## src/rtl/blink_pkg.sv

```systemverilog
// Shared types and defaults for the blink period decoder.
package blink_pkg;

    localparam int unsigned BLINK_CNT_W   = 16;
    localparam int unsigned BLINK_SHIFT_W = 5;

    typedef enum logic [1:0] {
        IDLE      = 2'd0,
        MEAS_HIGH = 2'd1,
        MEAS_LOW  = 2'd2,
        STUCK     = 2'd3
    } blink_dec_state_t;

endpackage

```

## src/rtl/blink_period_decoder_if.sv

```systemverilog
// Blink input plus measurement result bundle for the blink period decoder.
interface blink_period_decoder_if
    import blink_pkg::*;
#(
    parameter int unsigned CNT_W   = BLINK_CNT_W,
    parameter int unsigned SHIFT_W = BLINK_SHIFT_W
);

    logic               count_en;
    logic               blink_in;
    logic [CNT_W-1:0]   high_ticks;
    logic [CNT_W-1:0]   low_ticks;
    logic [CNT_W:0]     period_ticks;
    logic [SHIFT_W-1:0] shift_level;
    logic               is_pow2;
    logic               valid;
    logic               stuck;

    modport master (
        output count_en, blink_in,
        input  high_ticks, low_ticks, period_ticks, shift_level, is_pow2, valid, stuck
    );

    modport slave (
        input  count_en, blink_in,
        output high_ticks, low_ticks, period_ticks, shift_level, is_pow2, valid, stuck
    );

endinterface

```

## src/rtl/blink_msb_encoder.sv

```systemverilog
// Combinational MSB-index priority encoder with exact power-of-two flag.
module blink_msb_encoder #(
    parameter int unsigned IN_W    = 17,
    parameter int unsigned SHIFT_W = 5
) (
    input  logic [IN_W-1:0]    i_value,
    output logic [SHIFT_W-1:0] o_msb_c,
    output logic               o_pow2_c
);

    always_comb begin
        o_msb_c = '0;
        for (int i = 0; i < int'(IN_W); i++) begin
            if (i_value[i]) o_msb_c = SHIFT_W'(i);
        end
        o_pow2_c = (i_value != '0) && ((i_value & (i_value - IN_W'(1))) == '0);
    end

endmodule

```

## src/rtl/blink_period_decoder.sv

```systemverilog
// Measures high/low/period beat counts of a blink waveform and recovers its
// binary exponent; flags a waveform that stops toggling.
module blink_period_decoder
    import blink_pkg::*;
#(
    parameter int unsigned CNT_W   = BLINK_CNT_W,
    parameter int unsigned SHIFT_W = BLINK_SHIFT_W
) (
    input  logic                   clk,
    input  logic                   reset_n,
    blink_period_decoder_if.slave  io_blink
);

    localparam logic [CNT_W-1:0] CNT_MAX = '1;

    blink_dec_state_t   r_state;
    logic               r_prev;
    logic [CNT_W-1:0]   r_hi_cnt;
    logic [CNT_W-1:0]   r_lo_cnt;
    logic [CNT_W-1:0]   r_high_ticks;
    logic [CNT_W-1:0]   r_low_ticks;
    logic [CNT_W:0]     r_period;
    logic [SHIFT_W-1:0] r_shift;
    logic               r_pow2;
    logic               r_valid;
    logic               r_stuck;

    logic               w_rise;
    logic               w_fall;
    logic [CNT_W-1:0]   w_load;
    logic [CNT_W-1:0]   w_hi_inc;
    logic [CNT_W-1:0]   w_lo_inc;
    logic [CNT_W:0]     w_period;
    logic [SHIFT_W-1:0] w_msb;
    logic               w_pow2;

    assign w_rise   =  io_blink.blink_in & ~r_prev;
    assign w_fall   = ~io_blink.blink_in &  r_prev;
    // A beat on the edge cycle belongs to the phase that is just starting.
    assign w_load   = CNT_W'(io_blink.count_en);
    assign w_hi_inc = (r_hi_cnt == CNT_MAX) ? r_hi_cnt : r_hi_cnt + CNT_W'(1);
    assign w_lo_inc = (r_lo_cnt == CNT_MAX) ? r_lo_cnt : r_lo_cnt + CNT_W'(1);
    assign w_period = (CNT_W+1)'(r_hi_cnt) + (CNT_W+1)'(r_lo_cnt);

    blink_msb_encoder #(
        .IN_W    (CNT_W + 1),
        .SHIFT_W (SHIFT_W)
    ) u_msb (
        .i_value  (w_period),
        .o_msb_c  (w_msb),
        .o_pow2_c (w_pow2)
    );

    always_ff @(posedge clk or negedge reset_n) begin
        if (!reset_n) begin
            r_state      <= IDLE;
            r_prev       <= 1'b0;
            r_hi_cnt     <= '0;
            r_lo_cnt     <= '0;
            r_high_ticks <= '0;
            r_low_ticks  <= '0;
            r_period     <= '0;
            r_shift      <= '0;
            r_pow2       <= 1'b0;
            r_valid      <= 1'b0;
            r_stuck      <= 1'b0;
        end else begin
            r_prev  <= io_blink.blink_in;
            r_valid <= 1'b0;
            case (r_state)
                IDLE: begin
                    if (w_rise) begin
                        r_state  <= MEAS_HIGH;
                        r_hi_cnt <= w_load;
                        r_lo_cnt <= '0;
                    end
                end
                MEAS_HIGH: begin
                    if (w_fall) begin
                        r_state  <= MEAS_LOW;
                        r_lo_cnt <= w_load;
                    end else if (io_blink.count_en) begin
                        r_hi_cnt <= w_hi_inc;
                        if (w_hi_inc == CNT_MAX) begin
                            r_state <= STUCK;
                            r_stuck <= 1'b1;
                        end
                    end
                end
                MEAS_LOW: begin
                    // Closing rise: publish the finished period and start the next one.
                    if (w_rise) begin
                        r_high_ticks <= r_hi_cnt;
                        r_low_ticks  <= r_lo_cnt;
                        r_period     <= w_period;
                        r_shift      <= w_msb;
                        r_pow2       <= w_pow2;
                        r_valid      <= 1'b1;
                        r_state      <= MEAS_HIGH;
                        r_hi_cnt     <= w_load;
                        r_lo_cnt     <= '0;
                    end else if (io_blink.count_en) begin
                        r_lo_cnt <= w_lo_inc;
                        if (w_lo_inc == CNT_MAX) begin
                            r_state <= STUCK;
                            r_stuck <= 1'b1;
                        end
                    end
                end
                STUCK: begin
                    if (w_rise) begin
                        r_stuck  <= 1'b0;
                        r_state  <= MEAS_HIGH;
                        r_hi_cnt <= w_load;
                        r_lo_cnt <= '0;
                    end
                end
                default: r_state <= IDLE;
            endcase
        end
    end

    assign io_blink.high_ticks   = r_high_ticks;
    assign io_blink.low_ticks    = r_low_ticks;
    assign io_blink.period_ticks = r_period;
    assign io_blink.shift_level  = r_shift;
    assign io_blink.is_pow2      = r_pow2;
    assign io_blink.valid        = r_valid;
    assign io_blink.stuck        = r_stuck;

endmodule

```

## src/flat_wrapper.sv

```systemverilog
// flat-port wrapper written by rule: the top's interface ports become plain ports
module blink_period_decoder_flat import blink_pkg::*;
#(
    parameter int unsigned CNT_W   = BLINK_CNT_W,
    parameter int unsigned SHIFT_W = BLINK_SHIFT_W
)
  (clk, reset_n, io_blink_count_en, io_blink_blink_in, io_blink_high_ticks, io_blink_low_ticks, io_blink_period_ticks, io_blink_shift_level, io_blink_is_pow2, io_blink_valid, io_blink_stuck);
  blink_period_decoder_if #(.CNT_W(CNT_W), .SHIFT_W(SHIFT_W)) io_blink_i ();
  input  logic clk;
  input  logic reset_n;
  input wire logic [$bits(io_blink_i.count_en)-1:0] io_blink_count_en;
  input wire logic [$bits(io_blink_i.blink_in)-1:0] io_blink_blink_in;
  output wire logic [$bits(io_blink_i.high_ticks)-1:0] io_blink_high_ticks;
  output wire logic [$bits(io_blink_i.low_ticks)-1:0] io_blink_low_ticks;
  output wire logic [$bits(io_blink_i.period_ticks)-1:0] io_blink_period_ticks;
  output wire logic [$bits(io_blink_i.shift_level)-1:0] io_blink_shift_level;
  output wire logic [$bits(io_blink_i.is_pow2)-1:0] io_blink_is_pow2;
  output wire logic [$bits(io_blink_i.valid)-1:0] io_blink_valid;
  output wire logic [$bits(io_blink_i.stuck)-1:0] io_blink_stuck;
  assign io_blink_i.count_en = io_blink_count_en;
  assign io_blink_i.blink_in = io_blink_blink_in;
  assign io_blink_high_ticks = io_blink_i.high_ticks;
  assign io_blink_low_ticks = io_blink_i.low_ticks;
  assign io_blink_period_ticks = io_blink_i.period_ticks;
  assign io_blink_shift_level = io_blink_i.shift_level;
  assign io_blink_is_pow2 = io_blink_i.is_pow2;
  assign io_blink_valid = io_blink_i.valid;
  assign io_blink_stuck = io_blink_i.stuck;
  blink_period_decoder #(.CNT_W(CNT_W), .SHIFT_W(SHIFT_W)) u_core (.clk(clk), .reset_n(reset_n), .io_blink(io_blink_i));
endmodule
```

## config.mk

```make
export PLATFORM = sky130hd
export DESIGN_NAME = blink_period_decoder_flat
export DESIGN_NICKNAME = d
export VERILOG_FILES = /design/src/rtl/blink_pkg.sv /design/src/rtl/blink_period_decoder_if.sv /design/src/rtl/blink_msb_encoder.sv /design/src/rtl/blink_period_decoder.sv /design/src/flat_wrapper.sv
export SDC_FILE = /design/constraint.sdc
export NUM_CORES = 1
export LEC_CHECK = 0
export BUFFER_PORTS_ARGS = -buffer_cell sky130_fd_sc_hd__buf_2
export CAP_MARGIN = 0
export CORE_MARGIN = 2
export CORE_UTILIZATION = 45
export CTS_BUF_LIST = sky130_fd_sc_hd__clkbuf_8 sky130_fd_sc_hd__clkbuf_16
export CTS_CLUSTER_DIAMETER = 200
export CTS_CLUSTER_SIZE = 40
export DETAILED_ROUTE_END_ITERATION = 8
export GPL_TIMING_DRIVEN = 0
export PLACE_DENSITY_LB_ADDON = 0.05
export SLEW_MARGIN = 20
export SYNTH_ARGS = -nofsm -noshare
export SYNTH_HDL_FRONTEND = slang
export SYNTH_SLANG_ARGS = --single-unit
```

## constraint.sdc

```tcl
create_clock -name clk -period 4.7 [get_ports clk]
set_input_delay 0.235 -clock clk [delete_from_list [all_inputs] [get_ports clk]]
set_output_delay 0.235 -clock clk [all_outputs]
set_load 0.01 [all_outputs]
```

# Yosys cells after proc, flatten, opt, wreduce, memory -nomap -nowiden
# Index checks and enable logic that the tools add are counted.
[totals]
ff_bits = 92
latchBits = 0
ramBits = 0
rom_bits = 0
in_bits = 4
wordCells = 98
n_memories = 0
[op_classes]
addsub = 4
mul = 0
div = 0
magnitude_cmp = 0
eq_ne = 21
shifts = 0
n_mux = 45
n_bitwise = 5
reduce_logical = 12
[op_table]
columns = ["cell", "count"]
rows = [
  ["16-bit two-way mux", 9],
  ["5-bit two-way mux", 15],
  ["16-bit == test, second input constant", 4],
  ["16-bit one-hot mux with 3 select lines", 1],
  ["16-bit by 1-bit adder with 16-bit output, second input constant", 2],
  ["16-bit one-hot mux with 2 select lines", 1],
  ["16-bit by 16-bit adder with 17-bit output", 1],
  ["17-bit AND", 1],
  ["17-bit logical NOT", 1],
  ["17-bit nonzero test", 1],
  ["17-bit by 1-bit subtractor with 17-bit output, second input constant", 1],
  ["2-bit two-way mux", 7],
  ["2-bit by 1-bit != test with 1-bit output, second input constant", 6],
  ["1-bit two-way mux", 10],
  ["2-bit != test, second input constant", 4],
  ["8-bit AND reduction", 1],
  ["3-bit by 1-bit != test with 1-bit output, second input constant", 2],
  ["3-bit by 2-bit != test with 1-bit output, second input constant", 2],
  ["2-bit one-hot mux with 3 select lines", 1],
  ["3-bit AND reduction", 2],
  ["5-bit AND reduction", 1],
  ["2-bit == test, second input constant", 2],
  ["1-bit one-hot mux with 3 select lines", 1],
  ["3-bit nonzero test", 1],
  ["8 further kinds", 10],
]

# Depth between registers and ports, before layout
# Gate-level depths: netlist (run 1).
[depth]
word_depth = 17
ltp_mapped = 12
depth_no_buf = 12

# Modules after synthesis
# From an unflattened synthesis (run 1), not the netlist that was laid out.
[unflattened]
cells_unflattened = 637
hier_area_um2 = 5931.9
[modules_own_cells]
columns = ["mod", "n_inst", "cells_each", "area_each_um2", "seq_area_each_um2"]
rows = [
  ["blink_period_decoder", 1, 581, 5602.9, 2302.2],
  ["blink_msb_encoder", 1, 56, 329.1, 0.0],
]

# Worst setup path after synthesis (run 1)
# No wires, ideal clock.
[synth_timing]
path_type = "register -> register"
from = "reg u_core.r_hi_cnt[0]"
to = "reg u_core.r_pow2 (netlist: u_core.io_blink.is_pow2)"
setup_time_ps = 122
arrival_ps = 2948
required_ps = 4578
slack_ps = 1631
stages_incl_launch_ff = 13
n_path_buf = 0
period_less_slack_ps = 3069
cell_sequence = "dfrtp_1 > ha_1 > inv_1 > fa_1 > nor2b_1 > o22ai_1 > xor2_1 > nand2_2 > or4_4 > nor4b_4 > xnor2_1 > mux2i_1 > a32o_1"
[synth_between]
elab_chain_cells = 5
[synth_lines]
columns = ["element", "line", "source"]
rows = [
  ["start, declared", "blink_period_decoder.sv:18", "logic [CNT_W-1:0] r_hi_cnt;"],
  ["start signal, assigned", "blink_period_decoder.sv:74", "r_hi_cnt <= w_load;"],
  ["start signal, assigned", "blink_period_decoder.sv:83", "r_hi_cnt <= w_hi_inc;"],
  ["start signal, assigned", "blink_period_decoder.sv:100", "r_hi_cnt <= w_load;"],
  ["16-bit by 16-bit adder with 17-bit output *", "blink_period_decoder.sv:43", "assign w_period = (CNT_W+1)'(r_hi_cnt) + (CNT_W+1)'(r_lo_cnt);"],
  ["17-bit by 1-bit subtractor with 17-bit output", "blink_msb_encoder.sv:16", "o_pow2_c = (i_value != '0) && ((i_value & (i_value - IN_W'(1))) == '0);"],
  ["17-bit AND", "blink_msb_encoder.sv:16", ""],
  ["17-bit logical NOT", "blink_msb_encoder.sv:16", ""],
  ["1-bit logical AND *", "blink_msb_encoder.sv:16", ""],
  ["end signal, assigned", "blink_period_decoder.sv:97", "r_pow2 <= w_pow2;"],
  ["end, declared", "blink_period_decoder.sv:24", "logic r_pow2;"],
]
# Mark *: on every way between the ends. The rest lies on a longest branch, timed or not.
# A chain may end at the register's enable or synchronous reset.

# Worst setup path after layout (run 1)
[layout_timing]
from = "reg u_core.r_hi_cnt[0]"
to = "reg u_core.r_state[1]"
[layout_between]
elab_chain_cells = 5
[layout_lines]
columns = ["element", "line", "source"]
rows = [
  ["16-bit by 1-bit adder with 16-bit output or 16-bit == test (tied branches)", "blink_period_decoder.sv:41", "assign w_hi_inc = (r_hi_cnt == CNT_MAX) ? r_hi_cnt : r_hi_cnt + CNT_W'(1);"],
  ["16-bit two-way mux *", "blink_period_decoder.sv:41", ""],
  ["16-bit == test *", "blink_period_decoder.sv:84", "if (w_hi_inc == CNT_MAX) begin"],
  ["3-bit by 1-bit != test with 1-bit output (no source line) *", "-", ""],
  ["5-bit AND reduction (no source line) *", "-", ""],
  ["end signal, assigned", "blink_period_decoder.sv:56", "r_state <= IDLE;"],
  ["end signal, assigned", "blink_period_decoder.sv:80", "r_state <= MEAS_LOW;"],
  ["end signal, assigned", "blink_period_decoder.sv:85", "r_state <= STUCK;"],
  ["end, declared", "blink_period_decoder.sv:16", "blink_dec_state_t r_state;"],
]
# Marked as above.

==> metrics.yaml, run 1 <==
finish:
  antenna_cells: 0
  drive_above_1_share_pct: 19.20
  finalInstanceArea_mm2: 0.006676
  fin_cells: 896
  area_growth_pct: 15.10
  layout.nets: 747
routing:
  drt-initial-drc-count: 325
  dr.pass1.iters: 5
  route.detailed.drc: 0
  wl_per_cell_um: 18.06
  postRouteAntennaNets: 0
  vias_per_cell: 5.742
  drt-total-wl_mm: 16.18
  vias: 5145
timing:
  max_clock_freq_mhz: 263.8
  finalMaxSlewViolations: 0
  grt_setup_unrepaired: "no"
  relSlewSlack_pct: 27.13
  finalHoldViolations: 0
  setup_viol_count_final: 0
  max_slew.worst_pin.slew_ns: 1.085
  min_period_over_period_pct: 80.67
  fin_skew_ns: 0.007966
  layout_min_cycle_time_ns: 3.791
  setup-tns-final_ns: 0
synthesis:
  ys_dominant_reg_cell: "dfrtp_1"
  synth_edf_count: 0
  yosys.area.top_type: "dfrtp_1"
  yosysSeqAreaShare_pct: 39.26
  ys_async_sr_fraction_pct: 100.0
  synth_area_mm2: 0.005801
  synthesis.nets: 674
  ys_ff_latch: 91
  synth_commonest_cells: "dfrtp_1 (91), nand2_1 (86), o21ai_0 (68), a21oi_1 (49), nor2_1 (38)"
  yosys.area.top_type_share_pct: 39.26
  synth_cell_types: 89
  synth.most_common_cell: "dfrtp_1"
  synth.avg_cell_area_um2: 8.979
  synthCells: 646
  ys_warn_count: 0
  netlist_top_cells_area: "dfrtp_1 (39%), o21ai_0 (5.9%), nand2_1 (5.6%)"
floorplan:
  ios: 61
  fp.dieH_um: 117.5
  start_util_pct: 45.96
  num_rows: 41
  die_x_um: 117.5
  die-area_mm2: 0.01381
  core_area_mm2: 0.01262
power:
  p_total_w: 0.002935
  intPower_w: 0.001850
  pwr-share-clk_pct: 26.5
  p_seq_share_pct: 36.2
  peakVddDrop_mv: 0.2235
  power_leakage_nw: 3.187
  swShare_pct: 36.99
  p_sw_w: 0.001086
  power_density_mw_per_mm2: 439.6
  p_comb_share_pct: 37.4
global_route:
  grt_pass1_wl_mm: 26.58
  grt_max_degree: 59
  antenna_found_initial: 0
  grt_overflow: 0
  grt_pass1_vias: 5077
  grt_usage_pct: 24.28
place:
  gp_congestion: 0.8976
  io_buffers: 60
  dp_hpwl_mm: 12.38
  placed_area_mm2: 0.006346
  dp.cells: 879
critical_path:
  worstSetupEndpointType: "flip-flop"
  max_stage_delay_ns: 0.67
  rrSetupSlack_ns: 0.91
  worstPathRequired_ns: 4.97
  critical_path_class: "flip-flop to flip-flop"
  crit_slowest_cell: "nor3_1"
  cp_common_cell: "nor3_1"
  path_cells: "ha_1, nand2_1, nor3_1, and2_1, clkbuf_1, nor3_1, xnor2_1, o41ai_1, o21ai_1, a21oi_2, mux2i_1"
  critical_path.max_fanout: 10
  startpoint_type: "flip-flop"
  arrival_ns: 4.06
clocking:
  cts_tree: "built"
  cts_buffers: 9
  path_clk_slew_ns: 0.06
  cts_buffer_depth: 2
  clock_latency_ns: 0.35
  cts.sinks: 91
  cts-htree-levels: 3
  clock_tree.root_cell: "clkbuf_16"
flow_run:
  drv_cap: 0
status:
  outcome: "complete, no violations"
min_path:
  hold_path.class: "input port to flip-flop"
[worst max-delay path, delay by kind of cell, from the launching register on]
family,cells,cell delay [ns]
mux,1,0.20
flops,1,0.61
compound gates,3,0.98
simple gates,4,1.21
xor+xnor,1,0.15
fa+ha+maj,1,0.31
buf+inv,1,0.26
[flip-flops by register name, summed over array words and instances, names as in the netlist]
register and count:
u_core.io_blink.high_ticks 16, u_core.r_state 2, u_core.io_blink.low_ticks 16, u_core.r_lo_cnt 16
u_core.r_hi_cnt 16, u_core.io_blink.period_ticks 17, u_core.io_blink.is_pow2 1, u_core.io_blink.shift_level 4
u_core.io_blink.valid 1, u_core.io_blink.stuck 1, u_core.r_prev 1
[metal layers]
| metal | vias up | wire length, um | global-route usage, % |
|---|---|---|---|
| met3 | 17 | 633 | 4.506 |
| met2 | 110 | 7637 | 39.62 |
| li1 | 2502 | - | - |
| met5 | - | 0 | 0 |
| met1 | 2516 | 7644 | 33.06 |
| met4 | 0 | 267 | 7.154 |
[cells by family after synthesis]
logic type	share of synthesized area, %
DFF	39.26
buffers and inverters	4.271
adders and majority gates	5.479
xor gates and xnor gates	2.394
AOI/OAI and AO/OA	21.14
muxes	6.816
and+or+nand+nor	20.64
[worst paths after layout]
kind	from	end	depth (start not counted)
min in group asynchronous	reset_n	u_core.io_blink.low_ticks[12]	2
hold reg to reg	u_core.io_blink.period_ticks[1]	u_core.io_blink.period_ticks[1]	2
setup reg to reg	u_core.r_hi_cnt[0]	u_core.r_state[1]	11
hold / removal	io_blink_blink_in	u_core.r_prev	1
setup / recovery	u_core.r_hi_cnt[0]	u_core.r_state[1]	11
max in group asynchronous	reset_n	u_core.io_blink.period_ticks[13]	3
[layout by cell type, fill, tap and decap left out, drive strengths merged, types with 21 or more instances in the layout]
master	n
nand3	22
o21ai	70
buf	67
nand2	88
dfrtp	91
nor2	38
a21oi	50
nor3	21
ha	23
clkbuf	34
inv	23
mux2	28
[power by group through the flow]
stage / registers, W / logic, W / clock network (W)
floorplan: 0.00110 / 0.000684 / 0
CTS: 0.00106 / 0.00110 / 0.000795
global route: 0.00108 / 0.00123 / 0.000836
global placement: 0.00107 / 0.00108 / 0
detailed placement: 0.00108 / 0.00110 / 0
finish: 0.00106 / 0.00110 / 0.000777
[repair_timing]
item / CTS / global route
hold buffers: 1 / 0
endpoints found under the hold margin: 33 / 0
resized for setup: 0 / 0
buffers inserted: 0 / 0
[area by class of cell]
class / instances / area [um2]
clock inverter: 6 / 81.33
inverter: 23 / 100.1
clock buffer: 10 / 239.0
fill: 1239 / 5943
multi-input combinational: 502 / 3276
buffer: 30 / 147.6
sequential: 91 / 2277
tap: 172 / 215.2
timing repair buffer: 62 / 340.3
[through the flow]
| stage | hold slack [ns] | utilization [%] | setup WS, ns |
|---|---|---|---|
| finish | 0.03864 | 52.91 | 0.9085 |
| CTS | 0.02628 | 52.91 | 0.9501 |
| detailed placement | 0.2156 | 50.29 | 0.9551 |
| global route | 0.02428 | 52.91 | 0.6092 |
| global placement | 0.3840 | 50.05 | 0.9161 |
| floorplan | -0.06059 | - | 1.631 |
Power figures use the tool's default switching activity.
==> run 2, diff against run 1 <==
==> constraint.sdc (replaced) <==
create_clock -name clk -period 3.2 [get_ports clk]
set_input_delay 0.16 -clock clk [delete_from_list [all_inputs] [get_ports clk]]
set_output_delay 0.16 -clock clk [all_outputs]
set_load 0.01 [all_outputs]
==> metrics.yaml, run 2 (same netlist as run 1, synthesis figures left out) <==
finish:
  drive_above_1_share_pct: 26.76
  layout.nets: 763
  largest_reg_flops: 17
  most-common-layout-cells: "nand2_1 (86), dfrtp_1 (82), o21ai_0 (68)"
  final_common_cell: "nand2_1"
  area_growth_pct: 21.23
  antenna_cells: 0
global_route:
  antenna_found_initial: 0
  grt_pass1_vias: 5103
  grt_overflow: 0
  grt_max_degree: 59
  grt_usage_pct: 24.40
  grt_pass1_wl_mm: 26.72
routing:
  vias: 5223
  route.detailed.drc: 0
  postRouteAntennaNets: 0
  vias_per_cell: 5.727
  drt-total-wl_mm: 16.57
  wl_per_cell_um: 18.17
  dr.pass1.iters: 5
  drt-initial-drc-count: 299
timing:
  max_slew.worst_pin.slew_ns: 1.111
  hold_slack_ns: 0.2987
  relSlewSlack_pct: 25.34
  finalMaxSlewViolations: 0
  min_period_over_period_pct: 96.66
  postLayoutSetupSlackWorst_ns: 0.1069
  fin_skew_ns: 0.008921
  setup-tns-final_ns: 0
  finalHoldViolations: 0
  max_clock_freq_mhz: 323.3
  setup_viol_count_final: 0
  grt_setup_unrepaired: "yes"
  layout_min_cycle_time_ns: 3.093
critical_path:
  rr_endpoint: "u_core.io_blink.is_pow2"
  critical_path.max_fanout: 7
  arrival_ns: 3.32
  worstPathRequired_ns: 3.43
  crit_slowest_cell: "or4_4"
  startpoint_type: "flip-flop"
  cp-startpoint: "u_core.r_lo_cnt[1]"
  max_stage_delay_ns: 0.56
  rrSetupSlack_ns: 0.11
  reg2reg_depth: 10
  rr_startpoint: "u_core.r_lo_cnt[1]"
  critical_path_class: "flip-flop to flip-flop"
  worstSetupEndpointType: "flip-flop"
  crit_path_end: "u_core.io_blink.is_pow2"
  path_cells: "ha_1, a211o_1, a41o_4, xnor2_4, nand2_2, or4_4, nor4b_4, xnor2_1, mux2i_1, a32o_1"
floorplan:
  num_rows: 41
  core_area_mm2: 0.01262
  ios: 61
  fp.dieH_um: 117.5
  die-area_mm2: 0.01381
  start_util_pct: 45.96
  die_x_um: 117.5
clocking:
  cts.sinks: 91
  cts_tree: "built"
  cts-htree-levels: 3
  cts_buffer_depth: 2
  clock_latency_ns: 0.35
  cts_buffers: 9
  clock_tree.root_cell: "clkbuf_16"
  path_clk_slew_ns: 0.07
flow_run:
  drv_cap: 0
status:
  outcome: "complete, no violations"
power:
  power_density_mw_per_mm2: 633.3
  peakVddDrop_mv: 0.3266
  power_leakage_nw: 3.339
min_path:
  hold_path.class: "input port to flip-flop"
place:
  dp_hpwl_mm: 12.38
  dp_slack_ns: -0.5449
  io_buffers: 60
  gp_congestion: 0.8976
[run 2: how the worst min path moves through the flow]
stage | slack (ns) | depth (start not counted) | startpoint | to
2_1_floorplan | -0.14 | 0 | reset_n | u_core.io_blink.high_ticks[0]
3_5_place_dp | 0.14 | 1 | reset_n | u_core.io_blink.low_ticks[12]
4_1_cts | 0.29 | 5 | io_blink_count_en | u_core.r_hi_cnt[0]
3_3_place_gp | 0.31 | 1 | io_blink_blink_in | u_core.r_prev
6_report | 0.30 | 5 | io_blink_count_en | u_core.io_blink.stuck
5_1_grt | 0.33 | 5 | io_blink_count_en | u_core.io_blink.stuck
[run 2: report_power, final]
part | total, W | switching (W) | internal, W
logic | 0.00178 | 0.00104 | 0.000733
registers | 0.00153 | 0.000151 | 0.00138
clock network | 0.00115 | 0.000445 | 0.000700
total | 0.00445 | 0.00164 | 0.00281
[run 2: worst max-delay path: cells and delay by family, from the launching register on]
family          cells  cell delay, ns
flops               1            0.44
compound gates      3            0.83
xor+xnor            2            0.37
simple gates        3            0.93
fa+ha+maj           1            0.31
mux                 1            0.09
[run 2: per-layer routing]
| layer | routed length [um] | track usage, % | share of wire, % |
|---|---|---|---|
| met5 | 0 | 0 | 0 |
| met4 | 303 | 7.380 | 1.8 |
| met3 | 685 | 4.506 | 4.1 |
| met2 | 7874 | 39.95 | 48 |
| met1 | 7708 | 33.05 | 47 |
[run 2: final cells by class]
cell class                      count  area [um2]
Buffer                             25       132.6
Clock buffer                       10       239.0
Clock inverter                      6       81.33
Fill cell                        1210        5588
Inverter                           23       100.1
Multi-Input combinational cell    502        3475
Sequential cell                    91        2288
Tap cell                          172       215.2
Timing Repair Buffer               83       500.5
[run 2: what timing repair did]
item	CTS	global route
buffers inserted	5	15
hold buffers	2	0
hold endpoints to repair	34	0
endpoints found under the setup margin	7	7
gates resized for setup	19	31
pin swaps	1	8
[run 2: per-stage QoR]
step | std cells | area [um2] | utilization, % | power [W]
after floorplan | 646 | 5801 | - | 0.002625
after global placement | 878 | 6316 | 50.05 | 0.003152
after detailed placement | 879 | 6346 | 50.29 | 0.003192
after CTS | 902 | 6814 | 54.00 | 0.004401
after global routing | 912 | 7032 | 55.72 | 0.004767
final | 912 | 7032 | 55.72 | 0.004453
